## src/rtl/imem_loader.sv

```systemverilog
// Boot-time instruction-memory loader: parses a framed host byte stream
// (length, little-endian data words, XOR checksum) and writes words into imem.
module imem_loader #(
  parameter int ADDR_WIDTH = 10
) (
  input  logic                  clk,
  input  logic                  rst,
  input  logic                  byte_valid,
  input  logic [7:0]            byte_data,
  output logic                  byte_ready,
  input  logic                  reload,
  output logic                  imem_we,
  output logic [ADDR_WIDTH-1:0] imem_addr,
  output logic [31:0]           imem_wdata,
  output logic                  core_hold,
  output logic                  done,
  output logic                  error
);

  typedef enum logic [2:0] {LEN0, LEN1, DATA, CSUM, DONE, ERR} state_t;

  localparam logic [16:0] MAX_WORDS = 17'd1 << ADDR_WIDTH;

  state_t      state, state_next;
  logic [7:0]  len_lo;
  logic [15:0] len;
  logic [15:0] word_cnt;
  logic [1:0]  byte_cnt;
  logic [23:0] word_buf;
  logic [7:0]  xor_acc;
  logic        accept;
  logic        last_word;
  logic        do_reload;
  logic [16:0] len_in;

  assign byte_ready = (state == LEN0) || (state == LEN1) || (state == DATA) || (state == CSUM);
  assign done       = (state == DONE);
  assign error      = (state == ERR);
  assign core_hold  = (state != DONE);
  assign accept     = byte_valid && byte_ready;
  assign last_word  = (word_cnt == len - 16'd1);
  assign do_reload  = reload && ((state == DONE) || (state == ERR));
  assign len_in     = {1'b0, byte_data, len_lo};

  always_ff @(posedge clk or negedge rst) begin
    if (!rst) state <= LEN0;
    else      state <= state_next;
  end

  always_comb begin
    state_next = state;
    case (state)
      LEN0: if (accept) state_next = LEN1;
      LEN1: begin
        if (accept) begin
          if (len_in > MAX_WORDS) state_next = ERR;
          else if (len_in == 17'd0) state_next = CSUM;
          else state_next = DATA;
        end
      end
      DATA: if (accept && byte_cnt == 2'd3 && last_word) state_next = CSUM;
      CSUM: if (accept) state_next = (byte_data == xor_acc) ? DONE : ERR;
      DONE, ERR: if (reload) state_next = LEN0;
      default: state_next = LEN0;
    endcase
  end

  // The first three bytes of a word shift down so the 4th byte lands on top.
  always_ff @(posedge clk or negedge rst) begin
    if (!rst) begin
      len_lo     <= '0;
      len        <= '0;
      word_cnt   <= '0;
      byte_cnt   <= '0;
      word_buf   <= '0;
      xor_acc    <= '0;
      imem_we    <= 1'b0;
      imem_addr  <= '0;
      imem_wdata <= '0;
    end else begin
      imem_we <= 1'b0;
      if (do_reload) begin
        len_lo   <= '0;
        len      <= '0;
        word_cnt <= '0;
        byte_cnt <= '0;
        word_buf <= '0;
        xor_acc  <= '0;
      end else if (accept) begin
        case (state)
          LEN0: begin
            len_lo  <= byte_data;
            xor_acc <= xor_acc ^ byte_data;
          end
          LEN1: begin
            len     <= {byte_data, len_lo};
            xor_acc <= xor_acc ^ byte_data;
          end
          DATA: begin
            xor_acc <= xor_acc ^ byte_data;
            if (byte_cnt == 2'd3) begin
              imem_we    <= 1'b1;
              imem_addr  <= word_cnt[ADDR_WIDTH-1:0];
              imem_wdata <= {byte_data, word_buf};
              word_cnt   <= word_cnt + 16'd1;
              byte_cnt   <= 2'd0;
            end else begin
              word_buf <= {byte_data, word_buf[23:8]};
              byte_cnt <= byte_cnt + 2'd1;
            end
          end
          default: ;
        endcase
      end
    end
  end

endmodule

```

## config.mk

```make
export PLATFORM = sky130hd
export DESIGN_NAME = imem_loader
export DESIGN_NICKNAME = d
export VERILOG_FILES = /design/src/rtl/imem_loader.sv
export SDC_FILE = /design/constraint.sdc
export NUM_CORES = 1
export LEC_CHECK = 0
export BUFFER_PORTS_ARGS = -buffer_cell sky130_fd_sc_hd__buf_4
export CAP_MARGIN = 25
export CORE_UTILIZATION = 50
export CTS_BUF_LIST = sky130_fd_sc_hd__clkbuf_16
export DETAILED_ROUTE_END_ITERATION = 8
export PLACE_DENSITY_LB_ADDON = 0.3
export SYNTH_ARGS = -nofsm -noshare
export SYNTH_HDL_FRONTEND = slang
export SYNTH_SLANG_ARGS = --single-unit
```

## constraint.sdc

```tcl
create_clock -name clk -period 6.4 [get_ports clk]
set_input_delay 0.32 -clock clk [delete_from_list [all_inputs] [get_ports clk]]
set_output_delay 0.32 -clock clk [all_outputs]
set_load 0.1 [all_outputs]
```

==> results.sh <==
export IMPL_cp_arrival_ns=2.96
export IMPL_die_w_um=108
export IMPL_grt_use_met2_pct=38.5
export IMPL_avgSynthCellArea_um2=8.58
export IMPL_crit_family="simple AND/OR/NAND/NOR gates"
export IMPL_path_class="reg2reg"
export IMPL_path_common_cell="buf_4"
export IMPL_ys_warn_count=0
export IMPL_syn_inst=656
export IMPL_gp_congestion=0.916
export IMPL_crit_reg2reg_launch="state[1]"
export IMPL_cp_depth=8
export IMPL_crit_path_start="state[1]"
export IMPL_wirelength_um=13600
export IMPL_tightest_slew_ns=0.997
export IMPL_maxSlewHeadroom_pct=33.5
export IMPL_grt_use_met3_pct=6.15
export IMPL_endpoint="word_cnt[4]"
export IMPL_drt_initial_drc_count=264
export IMPL_cts_buffers=17
export IMPL_rrSetupSlack_ns=3.75
export IMPL_crit_path_cell_trace="nor4bb_1 > nand2_1 > buf_4 > inv_1 > buf_4 > nand4_1 > xor2_1 > nor2_1"
export IMPL_clockBufferDepth=2
export IMPL_grt_max_degree=71
export IMPL_worstSetupStartpointType="flop"
export IMPL_dp_hpwl_um=8880
export IMPL_clkTransAtPathRegs_ns=0.06
export IMPL_finalHoldViolCount=0
export IMPL_holdBufCountCts=1
export IMPL_netlist_area_mm2=0.00563
export IMPL_powerDensity_mw_per_mm2=408
export IMPL_required_ns=6.71
export IMPL_slowest_delay_ns=0.59
export IMPL_via_per_inst=5.50
export IMPL_synth_cell_types=50
export IMPL_grt_antenna_before_repair=0
export IMPL_portBuffers=58
export IMPL_reg2reg_to="word_cnt[4]"
export IMPL_drtPass1Iterations=5
export IMPL_insertion_delay_ns=0.42
export IMPL_ios=59
export IMPL_status="finished, final reports clean"
export IMPL_start_util_pct=51.7
export IMPL_fin_worst_skew_ns=0.00804
export IMPL_cts_setup_buffers=0
export IMPL_ys_ff_latch=120
export IMPL_met1_usage_pct=35.6
export IMPL_rsz0062_at_grt="false"
export IMPL_clock_sinks=120
export IMPL_grt_use_total_pct=25.4
export IMPL_ir_worst_vdd_v=0.000391
export IMPL_cp_max_fo=48
export IMPL_grt_ovfl_total=0
export IMPL_maxSlewViolCount=0
export IMPL_dieArea_mm2=0.0117
export IMPL_fmax_mhz=377
export IMPL_fin_crit_ns=2.65
export IMPL_antenna_left=0
export IMPL_path_buf_inv=3
export IMPL_die_h_um=108
export IMPL_p_leak_nw=3.31
export IMPL_drc=0
export IMPL_total_power_mw=2.73
export IMPL_yosysSeqAreaShare_pct=53.3
export IMPL_num_rows=38
export IMPL_tns_ns=0
export IMPL_synthToLayoutAreaGrowth_pct=18.5
export IMPL_ys_async_sr_fraction_pct=100
export IMPL_grt_pass1_vias=4538
export IMPL_cp_end_kind="flop"
export IMPL_layout_drive_gt1_share_pct=14.4
export IMPL_cts_root_buf="clkbuf_16"
export IMPL_drv_cap=0
export IMPL_setup_viol=0
export IMPL_cts_resized=0
export IMPL_synthesis_nets=671
export IMPL_grt_pass1_wl_um=22500
export IMPL_fin_nets=711
export IMPL_synth_edf_count=0
export IMPL_grt_busiest_layer="met2"
export IMPL_tritoncts="yes"
export IMPL_vias=4667
export IMPL_fin_crit_sh_pct=41.4
export IMPL_synth_ff_type="dfrtp_1"
export IMPL_coreArea_mm2=0.0109
export IMPL_reg2reg_depth=8
export IMPL_avgRoutedWirePerCell_um=16.0
export IMPL_critPathSlowestCell="dfrtp_1"
export IMPL_min_path_type="in2reg"
export IMPL_antenna_diode_count=0
export IMPL_htree_levels=4
## where the power goes
part	switching [mW]	internal, mW
sequential	0.129	0.859
combinational	0.518	0.335
clock	0.354	0.531
total	1.00	1.73
## Yosys cell counts (all sizes together), types with 5 or more instances
library cell / count / area (um^2)
a21oi: 50 / 250
buf: 11 / 56.3
clkbuf: 33 / 134
dfrtp: 120 / 3000
inv: 10 / 37.5
nand2: 249 / 935
nand3: 17 / 85.1
nand4: 13 / 81.3
nor2: 36 / 135
nor3: 13 / 70.1
nor4: 5 / 31.3
o21ai: 7 / 35.0
or3: 7 / 48.8
xnor2: 20 / 175
xor2: 26 / 228
## sequential cells by signal, summed over array words and instances, names as in the netlist
name and flops:
byte_cnt 2, imem_addr 10, imem_wdata 32, imem_we 1, len 16, len_lo 8, state 3, word_buf 24
word_cnt 16, xor_acc 8
## cells by family after synthesis
kind of cell               share of synthesized area (%)
adders and majority gates                          0.667
AOI/OAI and AO/OA                                   7.49
xor gates and xnor gates                            7.15
buffers and inverters                               4.04
muxes                                              0.178
DFF                                                 53.3
and+or+nand+nor                                     27.1
## worst register-to-register path, cell delays in order, from the launching register on
cell,delay [ns]
dfrtp_1,0.59
nor4bb_1,0.56
nand2_1,0.11
buf_4,0.30
inv_1,0.13
buf_4,0.42
nand4_1,0.19
xor2_1,0.18
nor2_1,0.05
## how the worst min path moves through the flow
stage                     startpoint            to  slack [ns]  depth (start not counted)
final                         reload      state[2]        0.13                          2
after global routing          reload      state[2]        0.14                          2
after CTS                     reload      state[2]        0.12                          2
after detailed placement         rst  word_cnt[15]        0.40                          1
after global placement           rst  word_cnt[11]        0.38                          1
after floorplan                  rst   byte_cnt[0]        0.02                          0
## metal layers
layer,vias up,part of all wire [%],wire length [um]
li1,2225,-,-
met1,2268,46,6210
met2,150,47,6360
met3,24,5.4,737
met4,0,1.8,249
met5,-,0,0
## metrics by stage
stage	cells	area, um^2	util [%]	hold WS [ns]	setup WS [ns]
2_1_floorplan	656	5630	-	0.0244	3.33
3_3_place_gp	815	6090	55.9	0.377	3.88
3_5_place_dp	816	6110	56.1	0.400	3.80
4_1_cts	849	6680	61.3	0.119	3.74
5_1_grt	849	6680	61.3	0.144	3.45
6_report	849	6680	61.3	0.132	3.75
## cells in the final DEF (no fill, tap or decap), types with 2 or more instances in the layout
cell and instances:
or3_1 6, nor2_1 36, inv_6 2, buf_4 63
clkbuf_16 17, xor2_1 26, inv_1 11, o21ai_0 6
a211oi_1 3, xnor2_1 20, nand4_1 13, dfrtp_1 120
nor3_1 12, o211ai_1 2, nand2b_1 3, clkinv_4 3
clkinv_2 2, and3_1 2, a21oi_1 50, ha_1 3
or4_1 2, nand2_1 249, o31ai_1 2, clkinvlp_4 5
nand3_1 17, nor4_1 5
## final cells by class
type	instances	area, um^2
fill	921	4210
clock buffer	17	425
multi-input combinational	482	2400
inverter	10	37.5
sequential	120	3000
timing repair buffer	65	503
tap	140	175
clock inverter	15	129
Note: power is estimated with default switching activity, not from simulation.
